### src/rtl/ram_req_arbiter.sv
// ram_req_arbiter: round-robin write/read request arbiter in front of ram_controller; RAM_ARB_STATS_EN adds grant counters
module ram_req_arbiter #(
  parameter int HADDR_WIDTH = 24,
  parameter int DATA_WIDTH  = 16,
  parameter int ACK_TIMEOUT = 15
) (
  input  logic                              clk,
  input  logic                              rst,
  input  logic                              wr_empty_n,
  input  logic [HADDR_WIDTH+DATA_WIDTH-1:0] wr_head,
  output logic                              wr_pop,
  input  logic                              rd_empty_n,
  input  logic [HADDR_WIDTH-1:0]            rd_head,
  output logic                              rd_pop,
  input  logic                              ctrl_busy,
  output logic                              ctrl_wr_enable,
  output logic [HADDR_WIDTH-1:0]            ctrl_wr_addr,
  output logic [DATA_WIDTH-1:0]             ctrl_wr_data,
  output logic                              ctrl_rd_enable,
  output logic [HADDR_WIDTH-1:0]            ctrl_rd_addr,
`ifdef RAM_ARB_STATS_EN
  output logic [15:0]                       wr_grant_cnt,
  output logic [15:0]                       rd_grant_cnt,
`endif
  output logic                              timeout_err
);
  typedef enum logic [1:0] {IDLE, ISSUE, WAIT} state_t;
  localparam logic [7:0] TO_LAST = 8'(ACK_TIMEOUT - 1);
  state_t state, state_nx;
  logic cur_rd, last_rd, pick_rd, grant, timeout;
  logic [7:0] cnt;
  // arbitration choice, next state and request strobes
  always_comb begin
    pick_rd = rd_empty_n && !(wr_empty_n && last_rd);
    grant = state == IDLE && !ctrl_busy && (wr_empty_n || rd_empty_n);
    timeout = state == ISSUE && !ctrl_busy && cnt == TO_LAST;
    state_nx = state == IDLE  ? (grant ? ISSUE : IDLE) :
               state == ISSUE ? (ctrl_busy ? WAIT : timeout ? IDLE : ISSUE) :
               state == WAIT  ? (ctrl_busy ? WAIT : IDLE) : IDLE;
    ctrl_wr_enable = state == ISSUE && !cur_rd;
    ctrl_rd_enable = state == ISSUE && cur_rd;
    wr_pop = ctrl_wr_enable && cnt == 8'd0;
    rd_pop = ctrl_rd_enable && cnt == 8'd0;
  end
  // state, head latches, saturating ack counter and sticky timeout flag
  always_ff @(posedge clk) begin
    if (rst) begin
      state <= IDLE;
      last_rd <= 1'b1;
      cur_rd <= 1'b0;
      cnt <= '0;
      ctrl_wr_addr <= '0;
      ctrl_wr_data <= '0;
      ctrl_rd_addr <= '0;
      timeout_err <= 1'b0;
    end else begin
      state <= state_nx;
      if (grant) begin
        cur_rd <= pick_rd;
        last_rd <= pick_rd;
        cnt <= '0;
        if (pick_rd) ctrl_rd_addr <= rd_head;
        else {ctrl_wr_addr, ctrl_wr_data} <= wr_head;
      end else if (state == ISSUE && cnt != 8'hFF) cnt <= cnt + 8'd1;
      if (timeout) timeout_err <= 1'b1;
    end
  end
`ifdef RAM_ARB_STATS_EN
  // count acknowledged requests of each type
  always_ff @(posedge clk) begin
    if (rst) begin
      wr_grant_cnt <= '0;
      rd_grant_cnt <= '0;
    end else if (state == ISSUE && ctrl_busy) begin
      if (cur_rd) rd_grant_cnt <= rd_grant_cnt + 16'd1;
      else wr_grant_cnt <= wr_grant_cnt + 16'd1;
    end
  end
`endif
endmodule

### config.mk
export PLATFORM = sky130hd
export DESIGN_NAME = ram_req_arbiter
export DESIGN_NICKNAME = d
export VERILOG_FILES = /design/src/rtl/ram_req_arbiter.sv
export SDC_FILE = /design/constraint.sdc
export NUM_CORES = 1
export LEC_CHECK = 0
export CAP_MARGIN = 20
export CORE_AREA = 2 2 89 91
export CTS_BUF_LIST = sky130_fd_sc_hd__clkbuf_8
export DETAILED_ROUTE_END_ITERATION = 16
export DIE_AREA = 0 0 91 93
export PLACE_DENSITY = 0.85
export REMOVE_ABC_BUFFERS = 1
export SLEW_MARGIN = 20
export SYNTH_ARGS = -nofsm -noshare
export SYNTH_HDL_FRONTEND = slang
export SYNTH_SLANG_ARGS = --single-unit
### constraint.sdc
create_clock -name clk -period 2.47 [get_ports clk]
set_input_delay 0.741 -clock clk [delete_from_list [all_inputs] [get_ports clk]]
set_output_delay 0.741 -clock clk [all_outputs]
set_load 0.03 [all_outputs]
[Word-level counts from Yosys, hierarchy flattened]
Index checks and enable logic that the tools add are counted.
Word-level totals
  register bits after elaboration: 77
  input bits: 69
  logic and storage cells: 41
Cells by class
  add/sub/neg operators: 1
  equality and inequality tests: 4
  mux-type cells: 7
  bitwise operators: 1
  reductions and logical operators: 20
Operators with widths (number)
  1-bit logical AND: 11
  2-bit 2-to-1 mux: 5
  8-bit by 1-bit adder with 8-bit output (second input constant): 1
  8-bit by 4-bit == test with 1-bit output (second input constant): 1
  8-bit zero test: 1
  8-bit inequality test (second input constant): 1
  2-bit AND reduction: 2
  1-bit zero test: 3
  2-bit by 1-bit == test with 1-bit output (second input constant): 1
  2-bit == test (second input constant): 1
  2-bit zero test: 1
  1-bit 2-to-1 mux: 2
  2-bit OR reduction: 1
  1-bit logical OR: 1
  1-bit NOT: 1

[Depth between registers and ports, before layout]
Gate-level depths: netlist of run 1.
  depth after elaboration: 7
  mapped depth: 5
  depth with buffers taken out: 5

[Worst setup path before layout of run 1]
Ideal clock, no wire load.
  path type: reg-to-output
  start point: register cnt[7]
  end point: output port rd_pop
  arrival: 1298 ps
  required time: 1729 ps
  setup slack: 431 ps
  cell stages (with the launch flop): 4
  path buffers: 0
  cell sequence: dfxtp_1 nor4_1 nand4_1 nor2_1
On the way
  word-level cells in the longest chain between the ends: 2
RTL lines
  from (decl): line 31  | logic [7:0] cnt;
  from (signal assigned): line 64  | end else if (state == ISSUE && cnt != 8'hFF) cnt <= cnt + 8'd1;
  8-bit zero test: line 43  | rd_pop = ctrl_rd_enable && cnt == 8'd0;
  1-bit logical AND: line 43
  to (decl): line 14  | output logic rd_pop,
Every way passes these cells.

[Final worst setup path of run 1]
  start point: register cnt[7]
  end point: output port wr_pop
On the way
  word-level cells in the longest chain between the ends: 2
RTL lines
  8-bit zero test: line 42  | wr_pop = ctrl_wr_enable && cnt == 8'd0;
  1-bit logical AND: line 42
  to (decl): line 11  | output logic wr_pop,
Every way passes these cells.

==> results of run 1 <==
## cells in the final DEF (no fill, tap or decap), drive strengths merged, types with 3 or more instances in the layout
| master | Yosys | final |
|---|---|---|
| nor2b | 6 | 6 |
| nand4 | 41 | 41 |
| a21oi | 67 | 67 |
| dfxtp | 77 | 77 |
| mux2i | 3 | 3 |
| nand3 | 25 | 25 |
| a211oi | 4 | 4 |
| buf | 17 | 27 |
| nor2 | 9 | 9 |
| nor3 | 3 | 3 |
| o31ai | 40 | 40 |
| nand2b | 3 | 3 |
| clkdlybuf4s50 | 0 | 132 |
| ha | 3 | 3 |
| clkbuf | 27 | 10 |
| clkinv | 0 | 3 |
| inv | 9 | 10 |
| o21ai | 33 | 33 |
## state kept, by name, summed over array words and instances (netlist names)
signal / cells
timeout_err: 1
cur_rd: 1
ctrl_wr_data: 16
last_rd: 1
ctrl_wr_addr: 24
ctrl_rd_addr: 24
state: 2
cnt: 8
## per-layer routing
layer  share of wire, %  vias up  GRT usage, %
li1                   -     1745             -
met1                 40     1763          30.8
met2                 51      137          39.9
met3                6.0       26          5.00
met4                3.3        0          11.0
met5                  0        -             0
## cells by family after synthesis
group                    Yosys count
AND/OR/NAND/NOR                  100
multiplexers                       3
adder cells (fa/ha/maj)            3
AO/OA/AOI/OAI                    154
buffers and inverters             53
XOR/XNOR                           1
flip-flops                        77
## power by group through the flow
stage / registers (mW) / clock network, mW / logic (mW)
floorplan: 1.45 / 0 / 0.200
global placement: 1.36 / 0 / 0.648
detailed placement: 1.36 / 0 / 0.658
CTS: 1.33 / 0.946 / 0.659
global route: 1.34 / 0.990 / 0.701
finish: 1.33 / 0.918 / 0.658
## path summary, 6_finish.rpt
path / startpoint / to / cells after the start
max: cnt[7] / wr_pop / 4
min: ctrl_wr_addr[16] / ctrl_wr_addr[16] / 2
max reg2reg: state[0] / ctrl_rd_addr[16] / 6
min reg2reg: ctrl_wr_addr[16] / ctrl_wr_addr[16] / 2
## metrics by stage
step                hold WS (ns)  std cells
CTS                        0.478        628
floorplan                  0.469        347
detailed placement         0.465        612
global placement           0.454        612
finish                     0.473        628
global route               0.488        628
## worst register-to-register path, delay by kind of cell (launching register included)
family | cells | cell delay, ns
buffers and inverters | 3 | 0.53
AND/OR/NAND/NOR | 1 | 0.52
flip-flops | 1 | 0.31
AO/OA/AOI/OAI | 2 | 0.30
## final cells by class
type	instances	area (sq um)	share of cell area (%)
multi-input combinational	261	1790	33.7
timing repair buffer	163	1630	30.6
sequential	77	1540	29.0
tap	102	128	2.40
clock buffer	9	124	2.33
clock inverter	7	67.6	1.27
inverter	9	33.8	0.635
## repair_timing
action | CTS | global route
endpoints found under the setup margin | 4 | 2
hold buffers | 0 | 0
resized for setup | 6 | 2
gates cloned | 0 | 0
==> results.txt, run 1 <==
* Maximum fanout along the worst path: 2
- Of the post-synthesis cell area, the part taken by muxes is 0.843%.
* Total wirelength of the detailed-routed design: 10500 microns
- Total gr overflow: 0
- The first global-routing pass estimated 17000 microns of wire.
- Maximum buffer depth of the clock tree: 2
* Crit path max-delay cell type: sky130_fd_sc_hd__clkdlybuf4s15_1
* Final worst path period need: 2.37 ns
* Routed via count: 3671
- After synthesis the netlist holds a flip-flop and latch count of 77.
- In this run switching power makes up 29.6% of total power.
* DIE WIDTH: 91 microns
- The H-tree generated during clock tree synthesis spans 3 levels.
- During synthesis, Yosys emitted a total of 0 warnings.
* Highest clock frequency the design can meet: 421 MHz
* Syn_area_per_cell: 9.11 sq um
* Period utilization: 96.1%
- The flow ran to the end, and the final reports show no timing, DRC or antenna violations.
* Diodes inserted: 0
- After clock tree synthesis, the clock-pin slew on the worst setup and hold paths is 0.09 ns.
- Cell Rows: 32
- The congestion estimate from routability-driven global placement came to 0.899.
* Die Span Y: 93 microns
* DRC violation count after routing: 0
- The number of global-route vias before repair is 3463.
- The floorplan step defined a die boundary enclosing 8460 sq um.
- Of the cells placed in the final design, the portion with a size suffix greater than 1 is 16.9%.
* Antenna violations before repair: 0
- After synthesis, the largest family of logic cells by area is compound AO/OA/AOI/OAI gates.
* Clock latency of the later-clocked register in the worst-skew pair: 0.33 ns
* Detailed router's first-iteration violation count: 234
* Post-DR vias/cell: 5.85
- At the end of the flow, the number of nets in the layout was 593.
* Core Region: 7530 sq um
- Power consumption: 2.91 mW
- Cell area after placement: 5130 sq um
* Largest net degree at the start of global routing: 55
- Traced cell by cell, the critical path runs through nor4_2 -> nand4_1 -> nor2_1 -> clkdlybuf4s15_1.
- Maximum VDD drop: 0.360 mV
- For this design the total switching power over the nets is 0.860 mW.
- Final hold vios: 0
- Headroom to the max-slew limit came out at 68.3%.
- Worst path buffer plus inverter count: 1
- Cells fill 70.6% of the core in the end.
- The internal power of the cells totals 2.05 mW.
- Top flip-flop cell by instance count after synthesis: sky130_fd_sc_hd__dfxtp_1
- Crit-path max cell delay: 0.37 ns
* Register-to-register setup slack: 0.70 ns
- The tool flagged a number of max-cap violations equal to 0.
- Starting utilization of the core area: 47.3%
- By count the netlist is led by sky130_fd_sc_hd__dfxtp_1 (77), sky130_fd_sc_hd__a21oi_1 (67), sky130_fd_sc_hd__nand4_1 (41), sky130_fd_sc_hd__o31ai_2 (39), sky130_fd_sc_hd__o21ai_0 (33).
- Hold Path Class: reg -> reg
- Clk pwr share: 31.6%
* Final setup slack of the worst path: 0.0960 ns
* Synthesized-area fraction occupied by adder cells: 1.05%
- Fraction of synthesized cell area taken by the top area cell type: 43.3%
- Clock buffers created by TritonCTS: 9
- The analysis attributes to cell leakage a power of 1.74 nW.
- Arrival time of the worst setup path: 1.63 ns
* Drt first pass iters: 4
- After detailed routing, the average wire length per cell comes to 16.7 microns.
* Number of filler instances in the final layout: 594
- Portion of total power attributed to combinational logic: 22.6%
- Root Buffer: sky130_fd_sc_hd__clkbuf_8
- Combined area of all synthesized cells: 3560 sq um
- The worst setup path is launched from a register.
* Share of the synthesized netlist area taken by xor and xnor gates: 0.246%
- Count of cell types in the netlist: 39
* Critical path class: reg -> out
- The count of buffers added on input and output ports is 137.
- Global-route usage over all layers: 24.3%
- Cell family with most CP delay: simple AND/OR/NAND/NOR gates
- Final-report setup violation count: 0
- Fraction of registers with async set or reset after synthesis: 0%
* Total negative slack: 0 ns
- Clock sink count: 77
- Most numerous cell in the Yosys netlist: sky130_fd_sc_hd__dfxtp_1
- The synthesized netlist devotes 16.2% of its cell area to simple gates.
- 138 I/O pins were placed.
- After clock tree synthesis, the setup repair step added 0 buffers.
* HPWL after detailed placement: 7030 microns
- Synthesized-area fraction occupied by ao, oa, aoi and oai cells: 31.4%
- TritonCTS built the clock tree.
- The count of final max-slew check failures was 0.
- Layout area overhead: 49.3%
- Number of nets with antenna violations after detailed routing: 0
- sky130_fd_sc_hd__dfxtp_1 takes more of the synthesized area than any other cell.
* Part of the Yosys area used for sequential elements: 43.3%
* Number of flops mapped to enable cells by yosys: 0
- For the pin with the worst max-slew slack, the measured transition is 0.474 ns.
* Maximum clock skew at final layout: 0.0134 ns
* Area of all placed cells without fillers: 5320 sq um
* Synth area leaders: sky130_fd_sc_hd__dfxtp_1 (43%), sky130_fd_sc_hd__o31ai_2 (14%), sky130_fd_sc_hd__a21oi_1 (9.4%), sky130_fd_sc_hd__nand4_1 (7.2%), sky130_fd_sc_hd__o21ai_0 (4.6%)
- For this design the ratio of total power to cell area is 547 nW/um^2.
* Data required time of the worst path: 1.73 ns
- Sequential fraction of design power: 45.8%
* Number of instances in the synthesized netlist: 391
- Post-place setup slack: 0.0600 ns
- Critical path endpoint category: output port
(Power assumes the default switching activity.)
==> inputs of run 2 (changes only) <==
--- a/config.mk
+++ b/config.mk
@@ -5,9 +5,11 @@
 export SDC_FILE = /design/constraint.sdc
 export NUM_CORES = 1
 export LEC_CHECK = 0
+export ABC_CLOCK_PERIOD_IN_PS = 2470
 export CAP_MARGIN = 20
 export CORE_AREA = 2 2 89 91
 export CTS_BUF_LIST = sky130_fd_sc_hd__clkbuf_8
+export CTS_CLUSTER_SIZE = 25
 export DETAILED_ROUTE_END_ITERATION = 16
 export DIE_AREA = 0 0 91 93
 export PLACE_DENSITY = 0.85
==> results of run 2 <==
Same layout as run 1: the final DEF is identical, and so are final timing and power.
